===== src/rtl/nanop_sequencer.sv =====
// nanop_sequencer -- control sequencer for an 8-bit nanoprocessor.
//
// Fetches an opcode, then zero, one or two operand bytes, and finishes
// with a write-back cycle for ALU instructions. Strobes are decoded
// combinationally from the state and the instruction register, so they
// are stable well before the falling-edge memory access.
//
// Opcode map (anything else halts the sequencer):
//   00 NOP  01 XOR  02 AND  03 OR   04 ADD  05 ADC  06 SUB  07 SBC
//   08 ROL  09 ROR  0C OUT  0D JMP  0E JNC  0F JNZ
//
// Ports:
//   clk        system clock, rising-edge state changes
//   reset      synchronous active-high reset
//   run        1 = execute, 0 = stall at the next instruction boundary
//   DIN[7:0]   memory read data for the address driven this cycle
//   alu_c      ALU carry result, captured into C in write-back
//   alu_z      ALU zero result, captured into Z in write-back
//   ADDR[7:0]  memory address (the program counter)
//   WRITE      memory write strobe (write-back cycle)
//   Load_I     instruction register load enable
//   Load_op1   operand 1 register load enable
//   Load_op2   operand 2 register load enable
//   Load_out   LED output register load enable
//   carry_in   registered C flag for ADC/SBC/ROL/ROR
//   halted     high while stopped on an illegal opcode
//   opcode     instruction register contents, fed to the ALU
module nanop_sequencer (
  input  logic       clk,
  input  logic       reset,
  input  logic       run,
  input  logic [7:0] DIN,
  input  logic       alu_c,
  input  logic       alu_z,
  output logic [7:0] ADDR,
  output logic       WRITE,
  output logic       Load_I,
  output logic       Load_op1,
  output logic       Load_op2,
  output logic       Load_out,
  output logic       carry_in,
  output logic       halted,
  output logic [7:0] opcode
);

  typedef enum logic [2:0] {
    S_FETCH = 3'd0,
    S_OP1   = 3'd1,
    S_OP2   = 3'd2,
    S_WB    = 3'd3,
    S_HALT  = 3'd4
  } state_t;

  // Instruction classes, used to decide what follows OP1.
  typedef enum logic [2:0] {
    CL_ALU2 = 3'd0,
    CL_ROT  = 3'd1,
    CL_OUT  = 3'd2,
    CL_JMP  = 3'd3,
    CL_JNC  = 3'd4,
    CL_JNZ  = 3'd5,
    CL_ILL  = 3'd6
  } class_t;

  localparam logic [7:0] OP_NOP = 8'h00;

  state_t     state_q, state_d;
  logic [7:0] pc_q, pc_d;
  logic [7:0] ir_q, ir_d;
  logic       c_q, c_d;
  logic       z_q, z_d;
  class_t     cls_s;
  logic [7:0] pc_inc_s;

  // Wraps naturally at 8 bits: 0xFF + 1 = 0x00.
  assign pc_inc_s = pc_q + 8'd1;

  // Classify the held instruction.
  always_comb begin
    cls_s = CL_ILL;
    case (ir_q)
      8'h01, 8'h02, 8'h03, 8'h04,
      8'h05, 8'h06, 8'h07: cls_s = CL_ALU2;
      8'h08, 8'h09:        cls_s = CL_ROT;
      8'h0C:               cls_s = CL_OUT;
      8'h0D:               cls_s = CL_JMP;
      8'h0E:               cls_s = CL_JNC;
      8'h0F:               cls_s = CL_JNZ;
      default:             cls_s = CL_ILL;
    endcase
  end

  // State and datapath registers.
  always_ff @(posedge clk) begin
    if (reset) begin
      state_q <= S_FETCH;
      pc_q    <= 8'h00;
      ir_q    <= 8'h00;
      c_q     <= 1'b0;
      z_q     <= 1'b0;
    end else begin
      state_q <= state_d;
      pc_q    <= pc_d;
      ir_q    <= ir_d;
      c_q     <= c_d;
      z_q     <= z_d;
    end
  end

  // Next-state, PC, IR and flag computation.
  always_comb begin
    state_d = state_q;
    pc_d    = pc_q;
    ir_d    = ir_q;
    c_d     = c_q;
    z_d     = z_q;
    case (state_q)
      S_FETCH: begin
        if (run) begin
          ir_d    = DIN;
          pc_d    = pc_inc_s;
          // A NOP completes in its fetch cycle.
          state_d = (DIN == OP_NOP) ? S_FETCH : S_OP1;
        end else begin
          state_d = S_FETCH;
        end
      end
      S_OP1: begin
        case (cls_s)
          CL_ALU2: begin pc_d = pc_inc_s; state_d = S_OP2;   end
          CL_ROT:  begin pc_d = pc_inc_s; state_d = S_WB;    end
          CL_OUT:  begin pc_d = pc_inc_s; state_d = S_FETCH; end
          CL_JMP:  begin pc_d = DIN;      state_d = S_FETCH; end
          CL_JNC:  begin pc_d = c_q ? pc_inc_s : DIN; state_d = S_FETCH; end
          CL_JNZ:  begin pc_d = z_q ? pc_inc_s : DIN; state_d = S_FETCH; end
          default: begin pc_d = pc_q;     state_d = S_HALT;  end
        endcase
      end
      S_OP2: begin
        pc_d    = pc_inc_s;
        state_d = S_WB;
      end
      S_WB: begin
        c_d     = alu_c;
        z_d     = alu_z;
        pc_d    = pc_inc_s;
        state_d = S_FETCH;
      end
      S_HALT: begin
        state_d = S_HALT;
      end
      default: begin
        // Unused encodings are treated as a fault and parked in HALT.
        state_d = S_HALT;
      end
    endcase
  end

  // Strobe decode; reset forces everything quiet so an aborted
  // instruction can never write.
  always_comb begin
    ADDR     = 8'h00;
    WRITE    = 1'b0;
    Load_I   = 1'b0;
    Load_op1 = 1'b0;
    Load_op2 = 1'b0;
    Load_out = 1'b0;
    halted   = 1'b0;
    if (reset) begin
      ADDR = 8'h00;
    end else begin
      ADDR = pc_q;
      case (state_q)
        S_FETCH: Load_I = run;
        S_OP1: begin
          Load_op1 = (cls_s != CL_ILL);
          Load_out = (cls_s == CL_OUT);
        end
        S_OP2:   Load_op2 = 1'b1;
        S_WB:    WRITE    = 1'b1;
        S_HALT:  halted   = 1'b1;
        default: halted   = 1'b1;
      endcase
    end
  end

  assign carry_in = c_q;
  assign opcode   = ir_q;

endmodule


===== config.mk =====
export PLATFORM = sky130hd
export DESIGN_NAME = nanop_sequencer
export DESIGN_NICKNAME = d
export VERILOG_FILES = /design/src/rtl/nanop_sequencer.sv
export SDC_FILE = /design/constraint.sdc
export NUM_CORES = 1
export LEC_CHECK = 0
export ABC_AREA = 1
export CORE_MARGIN = 2
export CORE_UTILIZATION = 49
export DETAILED_ROUTE_END_ITERATION = 12
export PLACE_DENSITY = 0.79
export SLEW_MARGIN = 30
export SYNTH_ARGS = -nofsm -noshare
export SYNTH_HDL_FRONTEND = slang
export SYNTH_SLANG_ARGS = --single-unit

===== constraint.sdc =====
create_clock -name clk -period 1.61 [get_ports clk]
set_input_delay 0.2415 -clock clk [delete_from_list [all_inputs] [get_ports clk]]
set_output_delay 0.2415 -clock clk [all_outputs]
set_load 0.05 [all_outputs]

==> summary.txt <==
Largest net degree at the start of global routing: 22
Die Y: 58.8 um
Min Tclk post-route: 1.72 ns
# fillers: 199
Hold Crit Class: reg -> reg
WL final: 4050 um
Failing checks: design-rule violations, negative setup slack
Ports: 36
Sink Count: 24
Placeable Area: 2810 sq um
Tightest Pin Transition: 0.290 ns
Pre-CTS setup slack: -0.0851 ns
Global-route wire length before repair: 6520 um
Max-cap viol count: 0
Final Core Density: 78.3%
Critical path cell sequence: nor2_4, nand2_2, a21oi_4, o21ai_2, nor2_4, buf_12
Total power: 2090 uW
CP arrival: 1.48 ns
Final setup violation count: 2
Post-Syn Area: 1470 sq um
GR Util All Layers: 24.6%
Post-Syn Instances: 227
Initial antenna violation count: 0
Crit path max fanout: 3
Number of remaining DRC errors: 2
Syn-to-layout area delta: 49.0%
Leakage: 0.00103 uW
Initial Utilization: 52.5%
Number of global-route vias before repair: 1485
Synthesized area per cell: 6.49 sq um
DR vias/cell: 5.31
First-pass detailed-route iteration total: 8
CP most frequent cell: nor2_4
Final hold vios: 0
Setup WS post-layout: -0.115 ns
Row cnt: 19
CTS max path bufs: 2
Seq/Total Area, Yosys: 32.6%
Fin Setup TNS: -0.201 ns
Crit. End Element: output port
Max stage delay on crit path: 0.36 ns
Normalized max-slew margin: 80.5%
Hold-fix buffers at CTS: 0
Hold_sp: opcode[5]
Nets: 290
CTS tree: built
Die ar.: 3460 sq um
Reg-to-reg startpoint: opcode[6]
Wire per inst: 13.2 um
Crit-path slowest cell: dfxtp_2
Clock Skews: 0.00841 ns
Pwr Density: 951 nW/um^2
Ant. Diodes: 0
Reg-to-Reg End: pc_q[1]
Synth warnings: 0
Clock slew at reported path FFs: 0.13 ns
Worst Hold Path EP: opcode[5]
Via count: 1626
#FFs+latches synth: 24
Starting DRC count in detailed routing: 97
Num CTS Buffers: 3
WS Path Type: reg -> out
Unique masters post-synth: 28
Startpoint types: flip-flop
Worst R2R Path Depth: 10
Layout cells sized above 1: 29.5%
Worst R2R Setup Slack: 0.06 ns
Status: finished, violations left
Maximum vdd drop: 0.762 mV
Antenna-violating nets left: 0
Placer congestion estimate: 0.887
WHS Path Cells: 2
FMAX: 0.580 GHz
Hold_ws: 0.518 ns
WP data required: 1.37 ns
RSZ-0062 raised after global routing: true
Buffers on Ports: 35
Die width: 58.8 um
CTS Root Cell: clkbuf_4
Post-synthesis net count: 241
H-tree depth: 1
Detail Placement HPWL: 2940 um
Clock Latency Late Sink: 0.32 ns
Slew Limit Fails: 0
Period utilisation layout: 107%
GRT Residual Overflow: 0
## cells by family after synthesis
kind of cell	after synthesis	synth area share [%]
DFF	24	32.6
buffers and inverters	40	10.8
adders and majority gates	1	0.849
and+or+nand+nor	135	43.8
xor gates and xnor gates	5	2.97
AOI/OAI and AO/OA	22	9.00
## per-stage QoR
step / instance area, sq um / cells
after floorplan: 1510 / 227
after global placement: 2060 / 296
after detailed placement: 2060 / 296
after CTS: 2170 / 305
after global routing: 2200 / 306
final: 2200 / 306
## critical path, delay by kind of cell (launching register included)
kind,cells,cell delay (ns)
flip-flops,1,0.36
buffers and inverters,1,0.14
AO/OA/AOI/OAI,2,0.24
AND/OR/NAND/NOR,3,0.43
## layout by cell type (no fill, tap or decap), types with 2 or more instances in the layout
cell type,synthesis,routed
o21ai_1,2,2
dfxtp_1,24,18
inv_1,33,32
xor2_1,5,5
nor2_4,3,5
nand3_4,1,3
dfxtp_4,0,2
nand3_1,17,16
a21oi_2,2,2
nand2_2,3,6
a21oi_1,12,11
buf_12,0,15
buf_4,0,21
o21ai_0,4,3
dfxtp_2,0,4
nor2_1,27,24
clkbuf_4,0,3
nand3_2,4,3
nor3_1,3,2
o211ai_2,2,2
nor2_2,3,4
nand4_1,4,4
inv_2,3,4
clkdlybuf4s50_1,0,12
nand2_1,64,61
## synth_stat cells, drive strengths merged
| cell | number | share of area [%] |
|---|---|---|
| inv | 36 | 9.2 |
| nand2 | 67 | 18 |
| nor2 | 33 | 10 |
| nand3b | 2 | 1.3 |
| or2 | 1 | 0.42 |
| nor4 | 2 | 0.85 |
| nand4 | 5 | 2.5 |
| nand3 | 22 | 9.7 |
| dfxtp | 24 | 33 |
| a21oi | 14 | 5.3 |
| ha | 1 | 0.85 |
| o211ai | 2 | 1.7 |
| buf | 4 | 1.6 |
| o21ai | 6 | 2.0 |
| xor2 | 5 | 3.0 |
| nor3 | 3 | 1.0 |
## how the worst max path moves through the flow
stage | cells after the start | slack (ns) | endpoint | start
floorplan | 3 | -0.005 | Load_out | opcode[4]
global placement | 10 | -0.001 | flip-flop | run
detailed placement | 10 | -0.09 | flip-flop | run
CTS | 4 | -0.08 | Load_out | opcode[6]
global route | 6 | -0.21 | Load_op1 | opcode[6]
finish | 6 | -0.11 | Load_op1 | opcode[6]
## cell type report
| cell class | instances | area (sq um) | area share (%) |
|---|---|---|---|
| multi-input combinational | 163 | 915 | 41.7 |
| timing repair buffer | 48 | 578 | 26.3 |
| sequential | 24 | 493 | 22.5 |
| inverter | 36 | 135 | 6.15 |
| tap | 31 | 38.8 | 1.77 |
| clock buffer | 4 | 36.3 | 1.65 |
## routing by layer
layer	global-route usage (%)	vias up	wire, um
met5	0	-	0
met4	5.84	0	82
met3	4.62	10	226
li1	-	812	-
met1	31.5	741	1740
met2	42.5	63	2000
## timing repair
item / CTS / global route
pin swaps: 3 / 3
endpoints found under the setup margin: 4 / 11
buffers inserted: 5 / 1
gates resized for setup: 11 / 5
## power breakdown
part	switching [uW]	internal, uW	leakage (uW)
clock	187	138	0.0000210
combinational	617	386	0.000807
sequential	86.1	675	0.000200
(Power assumes the default switching activity.)
